File: config.mk
export PLATFORM = sky130hd
export DESIGN_NAME = stream_feeder_kernel_b_flat
export DESIGN_NICKNAME = d
export VERILOG_FILES = /design/src/rtl/stream_feeder_kernel_b_if.sv /design/src/rtl/stream_feeder_kernel_b.sv /design/src/flat_wrapper.sv
export SDC_FILE = /design/constraint.sdc
export NUM_CORES = 1
export LEC_CHECK = 0
export ABC_AREA = 0
export BUFFER_PORTS_ARGS = -buffer_cell sky130_fd_sc_hd__buf_2
export CORE_ASPECT_RATIO = 0.7
export CORE_MARGIN = 1.5
export CORE_UTILIZATION = 30
export CTS_BUF_LIST = sky130_fd_sc_hd__clkbuf_16
export CTS_CLUSTER_DIAMETER = 50
export CTS_CLUSTER_SIZE = 20
export DETAILED_ROUTE_END_ITERATION = 10
export SLEW_MARGIN = 15
export SYNTH_ARGS = -nofsm -noshare
export SYNTH_HDL_FRONTEND = slang
export SYNTH_SLANG_ARGS = --single-unit
File: constraint.sdc
create_clock -name clk -period 5.3 [get_ports clk]
set_clock_uncertainty 0.1 [all_clocks]
set_input_delay 1.06 -clock clk [delete_from_list [all_inputs] [get_ports clk]]
set_output_delay 1.06 -clock clk [all_outputs]
set_load 0.02 [all_outputs]
File: src/rtl/stream_feeder_kernel_b_if.sv
// Valid/ready stream carrying memory words from the feeder to the kernel input.
// The master drives ovalid/data_s0; the slave (kernel) drives oready.
interface stream_feeder_kernel_b_if #(
  parameter int STREAMW = 32
) ();
  logic               ovalid;
  logic               oready;
  logic [STREAMW-1:0] data_s0;

  modport master (output ovalid, output data_s0, input  oready);
  modport slave  (input  ovalid, input  data_s0, output oready);
endinterface

File: src/rtl/stream_feeder_kernel_b.sv
// Reads NELEMS words from a 1-cycle-latency memory and streams them out in
// address order through a 2-entry skid buffer, one word per cycle at full rate.
module stream_feeder_kernel_b #(
  parameter int STREAMW = 32,
  parameter int ADDRW   = 10,
  parameter int NELEMS  = 1024
) (
  input  logic                      clk,
  input  logic                      rst,
  input  logic                      i_start,
  output logic                      o_busy,
  output logic                      o_done,
  output logic                      o_mem_rden,
  output logic [ADDRW-1:0]          o_mem_raddr,
  input  logic [STREAMW-1:0]        i_mem_rdata,
  stream_feeder_kernel_b_if.master  s_out
);

  localparam logic [1:0] S_IDLE = 2'd0;
  localparam logic [1:0] S_RUN  = 2'd1;
  localparam logic [1:0] S_DONE = 2'd2;

  localparam logic [ADDRW:0] LP_N    = (ADDRW+1)'(NELEMS);
  localparam logic [ADDRW:0] LP_LAST = LP_N - 1'b1;

  logic [1:0]         r_state;
  logic [ADDRW:0]     r_rd_cnt;
  logic [ADDRW:0]     r_tx_cnt;
  logic               r_inflight;
  logic [1:0]         r_count;
  logic [STREAMW-1:0] r_buf0;
  logic [STREAMW-1:0] r_buf1;

  logic               w_pop;
  logic               w_last;
  logic               w_rden;
  logic [2:0]         w_occ;

  // NOTE: combinational logic uses blocking '=', every always_ff uses '<=' so
  // all registers update from the same pre-edge values.
  always_comb begin
    w_pop  = (r_count != 2'd0) && s_out.oready;
    w_last = w_pop && (r_tx_cnt == LP_LAST);
    // A word popping this cycle frees its slot at the same edge the new read
    // lands, so counting it keeps 1 word/cycle without ever overflowing.
    w_occ  = {1'b0, r_count} + {2'b00, r_inflight} - {2'b00, w_pop};
    w_rden = (r_state == S_RUN) && (r_rd_cnt < LP_N) && (w_occ < 3'd2);
  end

  assign o_busy        = (r_state == S_RUN);
  assign o_done        = (r_state == S_DONE);
  assign o_mem_rden    = w_rden;
  assign o_mem_raddr   = r_rd_cnt[ADDRW-1:0];
  assign s_out.ovalid  = (r_count != 2'd0);
  assign s_out.data_s0 = r_buf0;

  always_ff @(posedge clk) begin
    if (rst) begin
      r_state <= S_IDLE;
    end else begin
      case (r_state)
        S_IDLE:  if (i_start) r_state <= S_RUN;
        S_RUN:   if (w_last)  r_state <= S_DONE;
        S_DONE:  r_state <= S_IDLE;
        default: r_state <= S_IDLE;
      endcase
    end
  end

  always_ff @(posedge clk) begin
    if (rst) begin
      r_rd_cnt   <= '0;
      r_tx_cnt   <= '0;
      r_inflight <= 1'b0;
    end else begin
      r_inflight <= w_rden;
      if (r_state == S_DONE) begin
        r_rd_cnt <= '0;
        r_tx_cnt <= '0;
      end else begin
        if (w_rden) r_rd_cnt <= r_rd_cnt + 1'b1;
        if (w_pop)  r_tx_cnt <= r_tx_cnt + 1'b1;
      end
    end
  end

  // Head always lives in r_buf0 so data_s0 is a plain register output.
  // NOTE: the two buffer words are reset (unlike a RAM) because data_s0 must
  // read zero out of reset; they are registers, not a memory macro.
  always_ff @(posedge clk) begin
    if (rst) begin
      r_count <= 2'd0;
      r_buf0  <= '0;
      r_buf1  <= '0;
    end else begin
      case ({r_inflight, w_pop})
        2'b10: begin
          if (r_count == 2'd0) r_buf0 <= i_mem_rdata;
          else                 r_buf1 <= i_mem_rdata;
          r_count <= r_count + 2'd1;
        end
        2'b01: begin
          r_buf0  <= r_buf1;
          r_count <= r_count - 2'd1;
        end
        2'b11: begin
          if (r_count == 2'd1) begin
            r_buf0 <= i_mem_rdata;
          end else begin
            r_buf0 <= r_buf1;
            r_buf1 <= i_mem_rdata;
          end
        end
        default: ;
      endcase
    end
  end

endmodule

File: src/flat_wrapper.sv
// flat-port wrapper written by rule: the top's interface ports become plain ports
module stream_feeder_kernel_b_flat 
#(
  parameter int STREAMW = 32,
  parameter int ADDRW   = 10,
  parameter int NELEMS  = 1024
)
  (clk, rst, i_start, o_busy, o_done, o_mem_rden, o_mem_raddr, i_mem_rdata, s_out_ovalid, s_out_data_s0, s_out_oready);
  stream_feeder_kernel_b_if #(.STREAMW(STREAMW)) s_out_i ();
  input  logic clk;
  input  logic rst;
  input  logic i_start;
  output logic o_busy;
  output logic o_done;
  output logic o_mem_rden;
  output logic [ADDRW-1:0] o_mem_raddr;
  input  logic [STREAMW-1:0] i_mem_rdata;
  output wire logic [$bits(s_out_i.ovalid)-1:0] s_out_ovalid;
  output wire logic [$bits(s_out_i.data_s0)-1:0] s_out_data_s0;
  input wire logic [$bits(s_out_i.oready)-1:0] s_out_oready;
  assign s_out_ovalid = s_out_i.ovalid;
  assign s_out_data_s0 = s_out_i.data_s0;
  assign s_out_i.oready = s_out_oready;
  stream_feeder_kernel_b #(.STREAMW(STREAMW), .ADDRW(ADDRW), .NELEMS(NELEMS)) u_core (.clk(clk), .rst(rst), .i_start(i_start), .o_busy(o_busy), .o_done(o_done), .o_mem_rden(o_mem_rden), .o_mem_raddr(o_mem_raddr), .i_mem_rdata(i_mem_rdata), .s_out(s_out_i));
endmodule
Word-level counts from Yosys, hierarchy flattened
Cells that the tools add are included.
{ "word_totals": {"regBits": 91, "latchBits": 0, "mem_bits_rw": 0, "romBits": 0, "input_bits": 36, "out_inout_bits": 46, "wordCells": 51, "n_memories": 0} }
{ "classes": {"add_sub_neg": 6, "mul": 0, "n_div": 0, "n_lt_le_gt_ge": 2, "n_eq_ne": 12, "shifts": 0, "n_mux": 10, "bitwise_logic": 0, "reduce_logical": 14} }
{ "ops": {"columns": ["operator", "count"], "rows": [
  ["$mux 32", 4],
  ["$pmux 32 s3", 1],
  ["$pmux 32 s2", 1],
  ["$add 11x1->11 const B", 2],
  ["$eq 11x10->1 const B", 1],
  ["$lt 11x11->1 const B", 1],
  ["$pmux 2 s2", 2],
  ["$eq 2x1->1 const B", 3],
  ["$eq 2x2->1 const B", 3],
  ["$ne 2x2->1 const B", 3],
  ["$reduce_bool 2->1", 3],
  ["$logic_and 1x1->1", 4],
  ["$logic_not 2->1", 2],
  ["$mux 2", 2],
  ["$ne 2x1->1 const B", 2],
  ["$reduce_and 2->1", 2],
  ["$add 2x1->3", 1],
  ["$lt 3x2->1 const B", 1],
  ["$reduce_and 3->1", 1],
  ["$reduce_bool 3->1", 1],
  ["$sub 3x1->3", 1],
  ["$add 2x1->2 const B", 1],
  ["$reduce_or 2->1", 1],
  ["$sub 2x1->2 const B", 1]
]} }

Depth between registers and ports, before layout
{ "logic_depth": {"depth_word": 5, "ltp_mapped": 13, "ltp_nobuf": 11} }

Least setup slack after synthesis
OpenSTA, ideal clock, no wires.
{ "synth_timing": {"path_type": "input-to-output", "start": "input s_out_oready", "end": "output o_mem_rden", "arrival_ns": 2.980, "t_required_ns": 4.140, "slack_ns": 1.160, "cell_stages": 9, "path_buffers": 2, "path_cell_list": "nand2b_1 -> buf_2 -> ha_1 -> nand2b_1 -> fa_1 -> nand4bb_4 -> or2_1 -> buf_2 -> inv_1"} }
{ "synth_between": {"elab_chain_cells": 4} }
{ "synth_lines": {"columns": ["item", "line", "source"], "rows": [
  ["from (decl)", "flat_wrapper.sv:20", "input wire logic [$bits(s_out_i.oready)-1:0] s_out_oready;"],
  ["$logic_and 1x1->1", "stream_feeder_kernel_b.sv:42", "w_pop = (r_count != 2'd0) && s_out.oready;"],
  ["$sub 3x1->3", "stream_feeder_kernel_b.sv:46", "w_occ = {1'b0, r_count} + {2'b00, r_inflight} - {2'b00, w_pop};"],
  ["$lt 3x2->1", "stream_feeder_kernel_b.sv:47", "w_rden = (r_state == S_RUN) && (r_rd_cnt < LP_N) && (w_occ < 3'd2);"],
  ["$logic_and 1x1->1", "stream_feeder_kernel_b.sv:47", null],
  ["to (decl)", "flat_wrapper.sv:15", "output logic o_mem_rden;"]
]} }
No other way between the ends.

Worst setup path after layout
{ "layout_timing": {"start": "register u_core.r_count[1]", "end": "output o_mem_rden"} }
{ "layout_between": {"elab_chain_cells": 5, "elab_cells_between_ends": 6, "classes_between": "add/sub: 2; order compare: 1; reduce/logical: 3"} }
{ "layout_lines": {"columns": ["item", "line", "source"], "rows": [
  ["from (decl)", "stream_feeder_kernel_b.sv:30", "logic [1:0] r_count;"],
  ["from (signal assigned)", "stream_feeder_kernel_b.sv:100", "r_count <= r_count + 2'd1;"],
  ["from (signal assigned)", "stream_feeder_kernel_b.sv:104", "r_count <= r_count - 2'd1;"],
  ["parallel branches: the longest is 2 deep, another holds $add 2x1->3", null, null],
  ["$sub 3x1->3 *", "stream_feeder_kernel_b.sv:46", null],
  ["$lt 3x2->1 *", "stream_feeder_kernel_b.sv:47", null],
  ["$logic_and 1x1->1 *", "stream_feeder_kernel_b.sv:47", null]
]} }
Every way passes the cells marked *.

==> flow_metrics.py <==
metrics = {
    "route": {
        "wl_per_cell_microns": 14.1,
        "drcViolationCount": 0,
        "drt-total-wl_mm": 9.40,
        "viasPerCell": 5.03,
        "drtIter0Drc": 231,
        "firstDrtPassIters": 4,
        "ant_nets": 0,
        "num_vias": 3357,
    },
    "min_path": {
        "holdCritStartpoint": "u_core.r_buf1[1]",
        "min_path_cells": 2,
        "hold_class": "flop to flop",
    },
    "global_routing": {
        "grt_pass1_vias": 3161,
        "grt_usage_pct": 15.1,
        "grt_first_pass_wirelength_mm": 15.7,
        "use_met2_pct": 23.2,
        "grt_overflow_total": 0,
        "grt.busiest_layer": "met2",
        "grtUsageMet1_pct": 20.7,
        "antenna_found_initial": 0,
        "met3_usage_pct": 3.98,
        "grt_max_degree": 71,
    },
    "finish": {
        "most-common-layout-cells": "dfxtp_1 (91), buf_2 (81), nand2_1 (75), nor2_1 (53), a21oi_1 (37)",
        "layout_commonest_cell": "dfxtp_1",
        "design_area_sq_um": 4510,
        "drive_above_1_share_pct": 20.4,
        "instances_no_fill": 668,
        "multi_input_comb_area_sq_um": 1740,
        "antennaDiodeCount": 0,
        "syn2layout_area_growth_pct": 19.7,
        "fillers": 1276,
        "regArea_sq_um": 1820,
        "nets": 546,
    },
    "worst_setup_path": {
        "cp.required_ps": 4140,
        "path_max_fanout": 8,
        "r2r_setup_slack_ps": 1750,
        "reg2reg_depth": 10,
        "startpoint": "u_core.r_count[1]",
        "r2r-start": "u_core.r_count[1]",
        "end_kind": "primary output",
        "cp-start-kind": "flop",
        "critPathKind": "flop to primary output",
        "arrival_ps": 3410,
    },
    "sta": {
        "finalSetupTns_ps": 0,
        "finalSetupViolations": 0,
        "hold_viol_final": 0,
        "finalMaxSlewViolations": 0,
        "fin_crit_ps": 4570,
        "slew_headroom_pct": 21.5,
        "worst_slack_ps": 729,
        "fmax_mhz": 219,
        "fin_crit_sh_pct": 86.3,
        "rsz0062_at_grt": "false",
        "tightest_slew_ps": 1180,
    },
    "floorplanning": {
        "pin_count": 82,
        "die_h_microns": 96.8,
        "die_w_microns": 137,
        "design.core.area_sq_um": 12300,
        "die-area_sq_um": 13300,
        "start_util_pct": 30.6,
        "num_rows": 34,
    },
    "power_and_ir_drop": {
        "power_mw": 2.55,
        "power_frac_clock_pct": 23.9,
        "p_leak_nw": 1.78,
        "power_frac_seq_pct": 37.3,
        "swShare_pct": 39.9,
        "max-vdd-ir-drop_mv": 0.259,
        "intPower_mw": 1.53,
        "power.net_switching_mw": 1.02,
        "p_comb_share_pct": 38.8,
        "power_per_cell_area_nw_per_um2": 565,
    },
    "place": {
        "port_buffers": 81,
        "place_ws_ps": 809,
        "place.gp.congestion": 0.780,
        "place_inst": 653,
        "detailed_place_hpwl_mm": 6.15,
        "dpl-instance-area_sq_um": 4240,
    },
    "yosys": {
        "netlist_top_cells_area": "dfxtp_1 (48%), nand2_1 (7.5%), a221oi_1 (7.4%), nor2_1 (5.3%), a21oi_1 (5.0%)",
        "synth_top_family_by_area": "simple AND/OR/NAND/NOR gates",
        "ys_async_sr_fraction_pct": 0,
        "synth-simple-area-share_pct": 23.3,
        "synth-main-ff-cell": "dfxtp_1",
        "synth-edff-count": 0,
        "synth_top_area_cell": "dfxtp_1",
        "synth_xor_area_share_pct": 4.41,
        "ys_warn_count": 0,
        "synthCells": 448,
        "ys_seq_area_share_pct": 48.3,
        "syn_area_sq_um": 3770,
        "synth_top_area_share_pct": 48.3,
        "syn_avg_cell_area_sq_um": 8.42,
        "synth_compound_area_share_pct": 14.5,
        "ys_seq_elements": 91,
        "synth_adder_area_share_pct": 2.85,
        "synth_nets": 492,
        "synth_mux_area_share_pct": 0.265,
        "synth_cell_types": 38,
    },
    "clocking": {
        "cts_tree": "built",
        "htree_levels": 3,
        "cts_setup_buffers": 0,
        "ctsHoldBuffers": 0,
        "cts-buffers-inserted": 9,
        "clkLatencyLatePin_ps": 330,
        "post_cts_resized": 0,
        "cts_sinks": 91,
        "clockBufferDepth": 2,
        "clk_pin_slew_worst_paths_ps": 60,
        "cts_root_buf": "clkbuf_16",
    },
    "outcome": {
        "outcome": "complete, no violations",
    },
    "job": {
        "max_cap_violations": 0,
    },
}
## cells by family after synthesis
family	Yosys count
flops	91
xor+xnor	19
mux	1
compound gates	82
fa+ha+maj	8
simple gates	195
buf+inv	52
## critical path, cell delays in order, from the launching register on
cell	delay, ps
dfxtp_1	390
inv_1	100
ha_1	280
nand2b_1	290
ha_1	410
nand2b_1	180
fa_1	400
xor2_1	420
or2_1	310
inv_1	120
buf_2	170
## metrics by stage
stage	utilization, %	hold WS [ps]
3_3_place_gp	34.3	342
4_1_cts	36.6	356
2_1_floorplan	-	335
6_report	36.6	352
5_1_grt	36.6	375
3_5_place_dp	34.3	348
## metal layers
metal	vias up	routed length, microns
met4	0	48
met2	101	4200
met5	-	0
met1	1597	4600
met3	2	551
li1	1657	-
## final cells by class
cell class / count / share of cell area [%]
Multi-Input combinational cell: 305 / 38.6
Sequential cell: 91 / 40.4
Timing Repair Buffer: 84 / 9.48
Clock buffer: 9 / 4.99
Tap cell: 162 / 4.49
Clock inverter: 6 / 1.14
Inverter: 11 / 0.915
## cells in the mapped netlist (all sizes together) (3+ instances only)
cell type and instances:
nand4 4, o21ai 5, ha 7, clkbuf 23, xor2 7, xnor2 12, a21oi 38, inv 11
nand3 6, nor3 36, nor2 53, nand2 75, buf 18, nor4 6, a221oi 32, dfxtp 91
or4 3
## sequential cells by signal, indices dropped and copies added (netlist names)
name	count
u_core.r_buf1	32
u_core.s_out.data_s0	32
u_core.r_rd_cnt	11
u_core.r_tx_cnt	11
u_core.r_count	2
u_core.r_state	2
u_core.r_inflight	1
## path summary, 6_finish.rpt
path / endpoint
setup / recovery: o_mem_rden
hold / removal: u_core.r_buf1[1]
setup reg to reg: u_core.r_rd_cnt[8]
hold reg to reg: u_core.r_buf1[1]
## power by group through the flow
stage / logic [mW] / clock network (mW) / registers [mW]
floorplan: 0.571 / 0 / 1.09
global placement: 0.975 / 0 / 0.957
detailed placement: 0.997 / 0 / 0.965
CTS: 1.00 / 0.635 / 0.953
global route: 1.11 / 0.661 / 0.973
finish: 0.988 / 0.610 / 0.952
Power figures use the tool's default switching activity.
